$ cat config.mk
export PLATFORM = sky130hd
export DESIGN_NAME = lsu_controller
export DESIGN_NICKNAME = d
export VERILOG_FILES = /design/src/rtl/common_types_pkg.sv /design/src/rtl/lsu_load_align.sv /design/src/rtl/lsu_controller.sv
export SDC_FILE = /design/constraint.sdc
export NUM_CORES = 1
export LEC_CHECK = 0
export ABC_AREA = 1
export BUFFER_PORTS_ARGS = -buffer_cell sky130_fd_sc_hd__buf_2
export CELL_PAD_IN_SITES_DETAIL_PLACEMENT = 0
export CELL_PAD_IN_SITES_GLOBAL_PLACEMENT = 1
export CORE_MARGIN = 2
export CORE_UTILIZATION = 34
export CTS_BUF_LIST = sky130_fd_sc_hd__clkbuf_16
export CTS_CLUSTER_DIAMETER = 60
export DETAILED_ROUTE_END_ITERATION = 10
export PLACE_DENSITY = 0.79
export SLEW_MARGIN = 20
export SYNTH_ARGS = -nofsm -noshare
export SYNTH_HDL_FRONTEND = slang
export SYNTH_SLANG_ARGS = --single-unit
$ cat constraint.sdc
create_clock -name clk -period 3.7 [get_ports clk]
set_clock_uncertainty 0.2 [all_clocks]
set_input_delay 0.37 -clock clk [delete_from_list [all_inputs] [get_ports clk]]
set_output_delay 0.37 -clock clk [all_outputs]
set_load 0.02 [all_outputs]
$ cat src/rtl/common_types_pkg.sv
// Shared types, access-size codes and lane helpers for the load/store unit.
// The misalignment check is only consumed when LSU_MISALIGN_TRAP_EN is defined.
package common_types_pkg;

    typedef enum logic [1:0] {
        IDLE   = 2'd0,
        ACCESS = 2'd1,
        DONE   = 2'd2
    } lsu_state_t;

    localparam logic [1:0] SIZE_BYTE = 2'd0;
    localparam logic [1:0] SIZE_HALF = 2'd1;
    localparam logic [1:0] SIZE_WORD = 2'd2;

    // Size code 3 falls into the default arm everywhere, so it behaves as a word.
    function automatic logic [3:0] lsuStrobe(input logic [1:0] size, input logic [1:0] addr);
        case (size)
            SIZE_BYTE: return 4'b0001 << addr;
            SIZE_HALF: return 4'b0011 << {addr[1], 1'b0};
            default:   return 4'hF;
        endcase
    endfunction

    function automatic logic [31:0] lsuWdata(input logic [1:0] size, input logic [31:0] data);
        case (size)
            SIZE_BYTE: return {4{data[7:0]}};
            SIZE_HALF: return {2{data[15:0]}};
            default:   return data;
        endcase
    endfunction

    function automatic logic lsuMisaligned(input logic [1:0] size, input logic [1:0] addr);
        case (size)
            SIZE_BYTE: return 1'b0;
            SIZE_HALF: return addr[0];
            default:   return |addr;
        endcase
    endfunction

endpackage

$ cat src/rtl/lsu_load_align.sv
// Combinational load lane selection and sign/zero extension of the bus read word.
module lsu_load_align
    import common_types_pkg::*;
(
    input  logic [31:0] i_rdata,
    input  logic [1:0]  i_addr,
    input  logic [1:0]  i_size,
    input  logic        i_signed,
    output logic [31:0] o_word
);

    logic [7:0]  w_byte;
    logic [15:0] w_half;

    assign w_byte = i_rdata[{i_addr, 3'b000} +: 8];
    assign w_half = i_rdata[{i_addr[1], 4'b0000} +: 16];

    always_comb begin
        o_word = i_rdata;
        case (i_size)
            SIZE_BYTE: o_word = {{24{i_signed & w_byte[7]}}, w_byte};
            SIZE_HALF: o_word = {{16{i_signed & w_half[15]}}, w_half};
            default:   o_word = i_rdata;
        endcase
    end

endmodule

$ cat src/rtl/lsu_controller.sv
// Memory-stage load/store controller: one outstanding bus access, stall and completion signalling.
// Optional misaligned-access trap with misalign output is enabled by defining LSU_MISALIGN_TRAP_EN.
module lsu_controller
    import common_types_pkg::*;
(
    input  logic        clk,
    input  logic        rst,
    input  logic        req_read,
    input  logic        req_write,
    input  logic [31:0] req_addr,
    input  logic [31:0] req_wdata,
    input  logic [1:0]  req_size,
    input  logic        req_signed,
    input  logic        flush,
    output logic        busy,
    output logic        done,
    output logic [31:0] dload,
    output logic        mem_ren,
    output logic        mem_wen,
    output logic [31:0] mem_addr,
    output logic [31:0] mem_wdata,
    output logic [3:0]  mem_strb,
`ifdef LSU_MISALIGN_TRAP_EN
    output logic        misalign,
`endif
    input  logic        mem_ready,
    input  logic [31:0] mem_rdata
);

    lsu_state_t  r_state;
    lsu_state_t  w_nextState;
    logic [31:0] r_addr;
    logic [31:0] r_wdata;
    logic [1:0]  r_size;
    logic        r_signed;
    logic        r_isWrite;
    logic        r_flushed;
    logic [31:0] r_dload;
    logic [31:0] w_loadWord;
    logic        w_start;
    logic        w_squash;
    logic        w_misStart;

    assign w_start  = (req_read | req_write) & ~flush;
    // A flush seen at any point during ACCESS squashes the result once the bus completes.
    assign w_squash = r_flushed | flush;

`ifdef LSU_MISALIGN_TRAP_EN
    logic r_misalign;

    assign w_misStart = lsuMisaligned(req_size, req_addr[1:0]);
    assign misalign   = r_misalign;

    always_ff @(posedge clk or posedge rst) begin
        if (rst) begin
            r_misalign <= 1'b0;
        end else if (r_state == IDLE && w_start) begin
            r_misalign <= w_misStart;
        end else if (r_state == DONE) begin
            r_misalign <= 1'b0;
        end
    end
`else
    assign w_misStart = 1'b0;
`endif

    lsu_load_align u_align (
        .i_rdata  (mem_rdata),
        .i_addr   (r_addr[1:0]),
        .i_size   (r_size),
        .i_signed (r_signed),
        .o_word   (w_loadWord)
    );

    always_ff @(posedge clk or posedge rst) begin
        if (rst) begin
            r_state <= IDLE;
        end else begin
            r_state <= w_nextState;
        end
    end

    always_comb begin
        w_nextState = r_state;
        case (r_state)
            IDLE:    if (w_start) w_nextState = w_misStart ? DONE : ACCESS;
            ACCESS:  if (mem_ready) w_nextState = w_squash ? IDLE : DONE;
            DONE:    w_nextState = IDLE;
            default: w_nextState = IDLE;
        endcase
    end

    always_comb begin
        done      = (r_state == DONE);
        mem_ren   = 1'b0;
        mem_wen   = 1'b0;
        mem_addr  = 32'h0;
        mem_wdata = 32'h0;
        mem_strb  = 4'h0;
        if (r_state == ACCESS) begin
            mem_ren  = ~r_isWrite;
            mem_wen  = r_isWrite;
            mem_addr = {r_addr[31:2], 2'b00};
            if (r_isWrite) begin
                mem_wdata = lsuWdata(r_size, r_wdata);
                mem_strb  = lsuStrobe(r_size, r_addr[1:0]);
            end
        end
    end

    assign busy  = ~rst & (((r_state == IDLE) & w_start) | (r_state == ACCESS));
    assign dload = r_dload;

    // A simultaneous read and write request is latched as a write.
    always_ff @(posedge clk or posedge rst) begin
        if (rst) begin
            r_addr    <= 32'h0;
            r_wdata   <= 32'h0;
            r_size    <= SIZE_BYTE;
            r_signed  <= 1'b0;
            r_isWrite <= 1'b0;
        end else if (r_state == IDLE && w_start) begin
            r_addr    <= req_addr;
            r_wdata   <= req_wdata;
            r_size    <= req_size;
            r_signed  <= req_signed;
            r_isWrite <= req_write;
        end
    end

    always_ff @(posedge clk or posedge rst) begin
        if (rst) begin
            r_flushed <= 1'b0;
        end else if (r_state != ACCESS) begin
            r_flushed <= 1'b0;
        end else if (flush) begin
            r_flushed <= 1'b1;
        end
    end

    always_ff @(posedge clk or posedge rst) begin
        if (rst) begin
            r_dload <= 32'h0;
        end else if (r_state == IDLE && w_start && w_misStart) begin
            r_dload <= 32'h0;
        end else if (r_state == ACCESS && mem_ready && !w_squash && !r_isWrite) begin
            r_dload <= w_loadWord;
        end
    end

endmodule

# Word level (Yosys, flattened, before mapping)
# Cells that the tools add are included.
[word_totals] in_bits=105 output_inout_bits=104 register_bits=103 wordCells=55
[op_classes] shifts=4 n_mux=16 n_eq_ne=6 n_reduce_logical=10 bitwise=11
[ops] operator="32-bit case mux with 2 select lines" count=2
[ops] operator="32-bit 2-to-1 mux" count=3
[ops] operator="32-bit by 6-bit indexed part select with 16-bit output" count=1
[ops] operator="32-bit by 6-bit indexed part select with 8-bit output" count=1
[ops] operator="4-bit 2-to-1 mux" count=2
[ops] operator="4-bit case mux with 2 select lines" count=1
[ops] operator="2-bit 2-to-1 mux" count=3
[ops] operator="1-bit bitwise AND" count=5
[ops] operator="2-bit by 1-bit == test with 1-bit output (second input constant)" count=2
[ops] operator="1-bit logical AND" count=4
[ops] operator="2-bit logical NOT" count=2
[ops] operator="1-bit 2-to-1 mux" count=4
[ops] operator="2-bit != test (second input constant)" count=2
[ops] operator="2-bit case mux with 2 select lines" count=1
[ops] operator="1-bit by 2-bit << shifter with 4-bit output (first input constant)" count=1
[ops] operator="2-bit by 2-bit << shifter with 4-bit output (first input constant)" count=1
[ops] operator="1-bit inverter" count=3
[ops] operator="1-bit bitwise OR" count=3
[ops] operator="2-bit == test (second input constant)" count=1
[ops] operator="1-bit logical NOT" count=2
[ops] operator="2-bit by 1-bit != test with 1-bit output (second input constant)" count=1
[ops] operator="2-bit AND reduction" count=1
[ops] operator="2-bit nonzero test" count=1

# Longest topological paths before layout
# Gate-level depths: netlist (run 1).
[depth] word_depth=5 depth_mapped=10 ltp_nobuf=9

# Cells and area by module
# A second synthesis (run 1) with hierarchy kept.
[hier_totals] hier_cells=802 hier_area_um2=5784.3
[modules_own_cells] mod="lsu_controller" cells_per_inst=644 area_per_inst_um2=4948.5 seq_area_each_um2=2577.5 instances=1
[modules_own_cells] mod="lsu_load_align" cells_per_inst=158 area_per_inst_um2=835.8 seq_area_each_um2=0.0 instances=1

# Least setup slack after synthesis (run 1)
# No wires, ideal clock.
[synth_timing] path_type="reg-to-output" start="register r_state[1]" end="output port mem_strb[1]" path_buffers=1 arrival_ns=1.611 slack_ns=1.519 t_required_ns=3.130 stages_incl_launch_ff=7 cell_sequence="dfrtp_1 -> inv_1 -> nand2_4 -> nor2_4 -> inv_1 -> clkbuf_1 -> a211oi_1"
[synth_between] elab_chain_cells=2
[synth_rtl] element="start, declared" line_no="lsu_controller.sv:30" rtl="lsu_state_t r_state;"
[synth_rtl] element="start signal, assigned" line_no="lsu_controller.sv:79" rtl="r_state <= w_nextState;"
[synth_rtl] element="2-bit by 1-bit == test with 1-bit output" line_no="lsu_controller.sv:100" rtl="if (r_state == ACCESS) begin"
[synth_rtl] element="4-bit 2-to-1 mux" line_no="lsu_controller.sv:100"
[synth_rtl] element="end, declared" line_no="lsu_controller.sv:22" rtl="output logic [3:0] mem_strb,"
# Every way passes these cells.

# Worst setup path after layout (run 1)
[layout_timing] start="register r_state[1]" end="output port mem_wdata[15]"
[layout_between] elab_chain_cells=2
[layout_rtl] element="2-bit by 1-bit == test with 1-bit output" line_no="lsu_controller.sv:100"
[layout_rtl] element="32-bit 2-to-1 mux" line_no="lsu_controller.sv:100"
[layout_rtl] element="end, declared" line_no="lsu_controller.sv:21" rtl="output logic [31:0] mem_wdata,"
# Every way passes these cells.

==> flow_summary.toml, run 1 <==
[synthesis]
yosysWarnings = 0
synth-simple-area-share_pct = 26.23
async_reset_ff_share_pct = 100.0
yosysUniqueCellTypes = 26
synth_top_family_by_area = "simple AND/OR/NAND/NOR gates"
synthTopCellsByArea = "dfrtp_1 47%, nor2_1 12%, inv_1 8.5%"
synth_xor_area_share_pct = 0
synth_top_area_share_pct = 47.31
synth_flop_cell = "dfrtp_1"
syn_area_sq_um = 5448
ys_seq_elements = 103
synth_adder_area_share_pct = 0
synth_cells = 745
seq_area_frac_synth_pct = 47.31
synth_mux_area_share_pct = 0
synth_compound_area_share_pct = 13.41
synth_area_per_cell_sq_um = 7.312
synth_edf_count = 0
synth_largest_area_cell = "dfrtp_1"

[setup_path]
end_kind = "output port"
worst_path_most_repeated_cell = "inv_1"
reg2reg_slack_ns = 1.01
r2r_end = "dload[12]"
worstPathArrival_ns = 2.24
slowest_stage = "dfrtp_1"
critical_path_buf_inv_count = 3
r2r-start = "r_size[1]"
cp_slowest_stage_delay_ns = 0.38
cp_cell_sequence = "inv_1, nand2_4, nor2_4, inv_1, a211oi_1, buf_2"
startpoint_type = "register"
crit_type = "register to output port"
reg2reg_depth = 7
crit_family = "buffers and inverters"
cp.required_ns = 3.13
critPathMaxFanout = 36

[global_route]
grt_pass1_wl_um = 25400
grt_antenna_before_repair = 4
grt_pass1_vias = 4979
busiest_layer = "met2"
grt.met2_usage_pct = 28.52
grt_util_met1_pct = 26.56
grt_usage_pct = 19.20
grt_max_degree = 85
use_met3_pct = 5.782
grt-ovfl-total = 0

[clocking]
cts.sinks = 103
cts_tree = "built"
numCtsBuffers = 9
clock_path_buffers = 2
ctsRootBufferMaster = "clkbuf_16"
cts_setup_buffers = 0
clock_latency_ns = 0.35
holdBufCountCts = 1
clk_pin_slew_ns = 0.06
htree_levels = 3
postCtsResizedCells = 0

[routing]
initialDrtViolationCount = 268
wl_per_cell_um = 13.90
drtAntennaViolNets = 0
routed_wl_um = 16000
firstDrtPassIters = 4
vias_per_cell = 4.474
vias = 5150
drcViolationCount = 0

[die]
row_count = 46
ios = 209
start_util_pct = 34.54
fp.coreArea_sq_um = 15770
die_w_um = 130.6
die_area_sq_um = 17050
die-height_um = 130.6

[min_path]
holdPathStages = 2
min_to = "r_state[0]"
min_path_type = "input port to register"
worstHoldStart = "mem_ready"

[sta]
rsz0062_at_grt = "no"
min_period_ns = 2.806
hold_viol = 0
max_freq_mhz = 356.4
setup_slack_ns = 0.8939
timing.setup.tns_ns = 0
worst_pin_slew_ns = 1.009
relSlewSlack_pct = 32.53
report.final.setup_viol = 0
whs_ns = 0.03030
slew_violations = 0
final.period_utilization_pct = 75.84

[pwr]
powerDensity_nw_per_um2 = 673.0
ir_drop_mv = 0.2726
p_leak_uw = 0.003976

[outcome]
status = "finished clean"

[flow_run]
maxCapViolations = 0

[cells_and_area]
nNetsFinal = 1033
stdcell_area_sq_um = 6897
synthToLayoutAreaGrowth_pct = 26.60
layout-drive-gt1-share_pct = 27.22
n_fill_cell = 1772

[placement]
finalWeightedCongestion = 0.7779
place_area_sq_um = 6599
preCtsSetupSlack_ns = 1.032
port_buffers = 206
dp_hpwl_um = 11350
==> worst max path at each step <==
stage | start | endpoint | cells past startpoint
floorplan | rst | dload[0] | 1
global placement | r_size[1] | dload[27] | 7
detailed placement | r_size[1] | dload[12] | 7
CTS | r_state[1] | mem_wdata[15] | 6
global route | r_state[1] | mem_wdata[15] | 6
finish | r_state[1] | mem_wdata[15] | 6
==> registers in the layout, summed over array words and instances (netlist names) <==
| name | cells |
|---|---|
| r_wdata | 32 |
| r_isWrite | 1 |
| dload | 32 |
| r_signed | 1 |
| r_addr | 32 |
| r_state | 2 |
| r_size | 2 |
| r_flushed | 1 |
==> report_power, final <==
group          switching, uW  total (uW)  internal, uW
logic                   1310        1980           665
clock network            432         946           515
registers                203        1720          1510
total                   1950        4640          2690
==> placed cells by master (no fill, tap or decap) <==
master         instances
buf_2                206
nor2_1               174
inv_1                126
nand2_1              108
dfrtp_1              103
a21oi_1               52
o21ai_0               40
nand3_1               33
or2_1                 23
a21oi_2               19
clkbuf_16              9
o22ai_1                7
inv_2                  4
o21ai_1                3
diode_2                2
nand2_4                2
nor3_1                 2
nor2_4                 2
o21ai_2                2
clkinv_1               2
a211oi_1               2
conb_1                 2
buf_12                 2
buf_4                  2
o21ai_4                1
nand2_2                1
inv_4                  1
o21a_1                 1
clkinvlp_4             1
bufinv_16              1
clkinv_2               1
dlygate4sd3_1          1
==> per-stage QoR <==
stage	total power (uW)	utilization, %	std cells
2_1_floorplan	3083	-	746
3_3_place_gp	3718	41.84	1132
3_5_place_dp	3731	41.84	1132
4_1_cts	4696	43.70	1149
5_1_grt	5014	43.72	1150
6_report	4641	43.73	1151
==> synth_stat cells, types with 7 or more instances <==
master	number
dfrtp_1	103
buf_2	22
nand2_1	108
or2_1	23
nor2_1	174
clkbuf_1	7
o21ai_0	40
inv_1	124
a21oi_2	19
o22ai_1	7
nand3_1	33
a21oi_1	52
==> area by class of cell <==
type	count	area, sq um	area share [%]
Tap cell	216	270.3	3.919
Clock inverter	7	57.56	0.8345
Inverter	129	486.7	7.057
Sequential cell	103	2577	37.37
Antenna cell	2	5.005	0.07257
Timing Repair Buffer	211	1096	15.89
Multi-Input combinational cell	474	2178	31.59
Clock buffer	9	225.2	3.266
==> kinds of logic after synthesis <==
kind of cell / after synthesis
AOI/OAI and AO/OA: 127
other: 1
and+or+nand+nor: 345
buffers and inverters: 169
DFF: 103
==> routing by layer <==
| layer | vias to the layer above | part of all wire (%) |
|---|---|---|
| met1 | 2310 | 47 |
| met3 | 21 | 8.9 |
| met5 | - | 0.081 |
| met2 | 189 | 42 |
| met4 | 2 | 1.9 |
| li1 | 2628 | - |
Note: power is estimated with default switching activity, not from simulation.
==> run 2: changes to the inputs <==
--- a/config.mk
+++ b/config.mk
@@ -10,11 +10,11 @@
 export CELL_PAD_IN_SITES_DETAIL_PLACEMENT = 0
 export CELL_PAD_IN_SITES_GLOBAL_PLACEMENT = 1
 export CORE_MARGIN = 2
-export CORE_UTILIZATION = 34
+export CORE_UTILIZATION = 31
 export CTS_BUF_LIST = sky130_fd_sc_hd__clkbuf_16
 export CTS_CLUSTER_DIAMETER = 60
 export DETAILED_ROUTE_END_ITERATION = 10
-export PLACE_DENSITY = 0.79
+export PLACE_DENSITY = 0.76
 export SLEW_MARGIN = 20
 export SYNTH_ARGS = -nofsm -noshare
 export SYNTH_HDL_FRONTEND = slang
==> constraint.sdc (replaced) <==
create_clock -name clk -period 2.3 [get_ports clk]
set_clock_uncertainty 0.2 [all_clocks]
set_input_delay 0.23 -clock clk [delete_from_list [all_inputs] [get_ports clk]]
set_output_delay 0.23 -clock clk [all_outputs]
set_load 0.02 [all_outputs]
==> run 2 against run 1 <==
Non-clock buffer count up 82. Highest routed layer is now met4. First-iteration DRC count down 12%. Critical path depth up 1. Largest power group unchanged. Sequential share of layout area down 4.3 points. Sequential power up 60%. Critical path type unchanged. Clock-buffer cell count unchanged. Via count up 7.9%. Clock power up 56%. Sequential cell count unchanged. Combinational power up 72%. Core utilization up 1.5 points.
==> flow_summary.toml, run 2 (synthesized netlist as in run 1, its figures left out) <==
[outcome]
status = "finished clean"

[placement]
port_buffers = 206
finalWeightedCongestion = 0.7960
dp_hpwl_um = 12260

[sta]
max_freq_mhz = 455.3
report.final.setup_viol = 0
min_period_ns = 2.196
whs_ns = 0.02111
worst_pin_slew_ns = 0.6208
relSlewSlack_pct = 58.61
rsz0062_at_grt = "yes"
slew_violations = 0
final.period_utilization_pct = 95.49
hold_viol = 0

[cells_and_area]
final_cell_mix = "198 x buf_2, 173 x nor2_1, 121 x inv_1"
synthToLayoutAreaGrowth_pct = 43.22
layout-drive-gt1-share_pct = 27.17
nNetsFinal = 1116
seqCellArea_sq_um = 2579
multi_input_area_sq_um = 2217
final_common_cell = "buf_2"
n_fill_cell = 1789

[pwr]
p_seq_share_pct = 36.1
p_leak_uw = 0.004326
p_comb_share_pct = 44.5
powerDensity_nw_per_um2 = 981.1
ir_drop_mv = 0.4431
p_int_uw = 4417
switching_share_pct = 42.31
p_clk_share_pct = 19.4
power.switching_uw = 3239
power.total_uw = 7655

[clocking]
clk_pin_slew_ns = 0.07
numCtsBuffers = 9
cts.sinks = 103
ctsRootBufferMaster = "clkbuf_16"
clock_path_buffers = 2
clock_latency_ns = 0.35
cts_tree = "built"
htree_levels = 3

[global_route]
grt_max_degree = 61
grt_usage_pct = 18.59
grt_pass1_wl_um = 27170
grt_pass1_vias = 5441
grt-ovfl-total = 0
grt_antenna_before_repair = 1

[die]
start_util_pct = 31.61
fp.coreArea_sq_um = 17240
die_w_um = 136.6
die-height_um = 136.6
ios = 209
row_count = 48
die_area_sq_um = 18650

[setup_path]
r2r-start = "r_addr[0]"
crit_type = "register to output port"
cp.required_ns = 1.87
crit_path_start = "r_state[1]"
startpoint_type = "register"
worstPathArrival_ns = 1.77
end_kind = "output port"
slowest_stage = "dfrtp_1"
critPathMaxFanout = 16
cp_cell_sequence = "inv_2, nand2_4, nor2_4, inv_4, buf_6, nor2_1, buf_2"
cp_slowest_stage_delay_ns = 0.42

[routing]
vias = 5559
drtAntennaViolNets = 0
initialDrtViolationCount = 237
drcViolationCount = 0
wl_per_cell_um = 13.72
firstDrtPassIters = 4
routed_wl_um = 17060
vias_per_cell = 4.472

[flow_run]
maxCapViolations = 0

[min_path]
worstHoldStart = "mem_rdata[17]"
min_path_type = "input port to register"
[run 2: per-layer routing]
layer	part of all wire, %	global-route usage, %
met3	7.8	4.259
met2	46	30.08
met4	1.6	5.729
met1	44	24.73
met5	0	0
[run 2: critical path, delay by kind of cell (launching register included)]
kind / cells / cell delay, ns
DFF: 1 / 0.42
and+or+nand+nor: 3 / 0.45
buffers and inverters: 4 / 0.53
[run 2: repair_timing]
action / CTS / global route
resized for setup: 3 / 19
pin swaps: 0 / 1
gates cloned: 0 / 1
buffers inserted: 0 / 2
endpoints found under the hold margin: 85 / 0
hold buffers: 71 / 0
setup endpoints to repair: 10 / 22
[run 2: layout make-up]
| type | count | area share (%) |
|---|---|---|
| flip-flops and latches | 103 | 33.05 |
| clock buffers | 9 | 2.886 |
| clock inverters | 7 | 0.7216 |
| well taps | 225 | 3.608 |
| diodes | 2 | 0.06414 |
| repair buffers | 293 | 24.97 |
| multi-input cells | 475 | 28.42 |
| inverters | 129 | 6.286 |
[run 2: power groups by stage]
stage / logic [uW] / registers, uW / clock network [uW]
floorplan: 1890 / 3070 / 0
global placement: 3260 / 2780 / 0
detailed placement: 3280 / 2790 / 0
CTS: 3390 / 2760 / 1530
global route: 3810 / 2840 / 1600
finish: 3410 / 2760 / 1480
[run 2: worst paths after layout]
| kind | end | slack, ns | depth (start not counted) |
|---|---|---|---|
| setup / recovery | mem_wdata[17] | 0.10 | 7 |
| hold reg to reg | r_wdata[23] | 0.29 | 2 |
| min in group asynchronous | r_wdata[18] | 0.22 | 3 |
| hold / removal | dload[1] | 0.02 | 5 |
| max in group asynchronous | dload[16] | 1.00 | 4 |
| setup reg to reg | dload[9] | 0.35 | 10 |
[run 2: through the flow]
step / instance area, sq um / utilization, % / worst slack, ns / std cells / TNS, ns
floorplan: 5455 / - / 0.2587 / 746 / 0
global placement: 6711 / 38.94 / 0.2083 / 1151 / 0
detailed placement: 6711 / 38.94 / 0.2068 / 1151 / 0
CTS: 7714 / 44.75 / 0.007892 / 1238 / 0
global route: 7797 / 45.24 / -0.01877 / 1241 / -0.02167
finish: 7802 / 45.27 / 0.1038 / 1243 / 0
==> run 3: changes to the inputs <==
--- a/config.mk
+++ b/config.mk
@@ -14,7 +14,7 @@
 export CTS_BUF_LIST = sky130_fd_sc_hd__clkbuf_16
 export CTS_CLUSTER_DIAMETER = 60
 export DETAILED_ROUTE_END_ITERATION = 10
-export PLACE_DENSITY = 0.76
+export PLACE_DENSITY_LB_ADDON = 0.05
 export SLEW_MARGIN = 20
 export SYNTH_ARGS = -nofsm -noshare
 export SYNTH_HDL_FRONTEND = slang
==> run 3 against run 2 <==
Fmax fell by 1.3%. Cell count is 0.64% higher. Global-route usage rose by 0.11 points. Die area unchanged.
==> flow_summary.toml, run 3 (synthesized netlist as in run 1, its figures left out) <==
[cells_and_area]
nNetsFinal = 1125
final_cell_count_no_fill = 1251
synthToLayoutAreaGrowth_pct = 43.61
final_cell_mix = "204 x buf_2, 173 x nor2_1, 122 x inv_1"
stdcell_area_sq_um = 7824
final_common_cell = "buf_2"
layout-drive-gt1-share_pct = 27.61

[pwr]
p_int_uw = 4523
ir_drop_mv = 0.5383
switching_share_pct = 41.57
powerDensity_nw_per_um2 = 989.4
power.switching_uw = 3218
power.total_uw = 7740
p_clk_share_pct = 20.2
p_comb_share_pct = 44.1
p_seq_share_pct = 35.8
p_leak_uw = 0.004373

[die]
fp.coreArea_sq_um = 17240
start_util_pct = 31.61
ios = 209
die-height_um = 136.6
die_area_sq_um = 18650
die_w_um = 136.6
row_count = 48

[clocking]
htree_levels = 3
numCtsBuffers = 9
cts_tree = "built"
clock_path_buffers = 2
clk_pin_slew_ns = 0.07
cts.sinks = 103
ctsRootBufferMaster = "clkbuf_16"
clock_latency_ns = 0.35

[sta]
rsz0062_at_grt = "yes"
setup_slack_ns = 0.07467
max_freq_mhz = 449.4
slew_violations = 0
final.period_utilization_pct = 96.75
relSlewSlack_pct = 64.85
min_period_ns = 2.225
hold_viol = 0
report.final.setup_viol = 0
worst_pin_slew_ns = 0.5261

[routing]
routed_wl_um = 17070
firstDrtPassIters = 4
drcViolationCount = 0
vias_per_cell = 4.405
drtAntennaViolNets = 0
wl_per_cell_um = 13.65
vias = 5511
initialDrtViolationCount = 227

[setup_path]
worstPathArrival_ns = 1.80
critPathMaxFanout = 37
crit_type = "register to output port"
crit_family = "buffers and inverters"
critical_path_buf_inv_count = 3
cp_cell_sequence = "buf_6, nor2_1, nand2_1, clkinv_1, a211oi_2, buf_2"
end_kind = "output port"
cp_slowest_stage_delay_ns = 0.36
slowest_stage = "dfrtp_1"
cp.required_ns = 1.87
startpoint_type = "register"

[global_route]
grt_antenna_before_repair = 1
grt_usage_pct = 18.69
grt_max_degree = 78
grt_pass1_wl_um = 27500
grt-ovfl-total = 0
grt_pass1_vias = 5522

[placement]
port_buffers = 206
finalWeightedCongestion = 0.8456
place_inst = 1154
preCtsSetupSlack_ns = 0.3125
place_area_sq_um = 6709
dp_hpwl_um = 12390

[min_path]
min_path_type = "input port to register"

[flow_run]
maxCapViolations = 0

[outcome]
status = "finished clean"
==> run 3: cell count changes in the layout (fill, tap and decap cells not counted), sizes merged <==
cell	before	now
bufinv	0	1
clkinvlp	3	4
diode	2	1
inv	129	128
buf	222	231
o21ai	47	46
==> run 3: layer usage <==
layer	vias up	part of all wire (%)	global-route usage (%)
met5	-	0	0
met4	0	0.56	3.472
met3	5	6.9	5.148
met2	167	47	30.81
met1	2527	45	24.77
li1	2812	-	-
==> run 3: cell type report <==
| class | instances | area (sq um) |
|---|---|---|
| antenna | 1 | 2.502 |
| clock buffer | 9 | 225.2 |
| clock inverter | 7 | 73.82 |
| fill | 1803 | 9413 |
| inverter | 129 | 491.7 |
| multi-input combinational | 474 | 2193 |
| sequential | 103 | 2577 |
| tap | 225 | 281.5 |
| timing repair buffer | 302 | 1971 |
| timing repair inverter | 1 | 7.507 |
==> run 3: tightest hold or removal path: cells and delay by family <==
family | cells | cell delay (ns)
buf+inv | 1 | 0.10
simple gates | 4 | 0.23
==> run 3: metrics by stage <==
step / hold WS (ns) / TNS, ns / utilization [%]
after floorplan: 0.1396 / 0 / -
after global placement: 0.1147 / 0 / 38.92
after detailed placement: 0.1252 / 0 / 38.92
after CTS: 0.03384 / -0.004604 / 45.01
after global routing: 0.05450 / -0.6429 / 45.39
final: 0.04355 / 0 / 45.39
==> run 3: worst paths after layout <==
check	from	to	slack [ns]	depth (start not counted)
setup / recovery	r_size[1]	mem_strb[1]	0.07	6
hold / removal	mem_rdata[7]	dload[7]	0.04	5
setup reg to reg	r_addr[1]	dload[14]	0.42	7
hold reg to reg	r_wdata[22]	r_wdata[22]	0.29	2
max in group asynchronous	rst	dload[17]	0.85	4
min in group asynchronous	rst	r_addr[7]	0.28	3
==> run 3: power by group through the flow <==
stage                     sequential [uW]  combinational (uW)  clock, uW
after global routing                 2850                3800       1700
after global placement               2780                3240          0
final                                2770                3410       1560
after CTS                            2770                3400       1630
after floorplan                      3070                1890          0
after detailed placement             2800                3270          0
==> run 3: repair_timing <==
action,CTS,global route
pin swaps,0,0
hold buffers,71,0
hold endpoints to repair,92,0
setup buffers,3,5
cloned,1,0
gates resized for setup,3,9
setup endpoints to repair,2,32
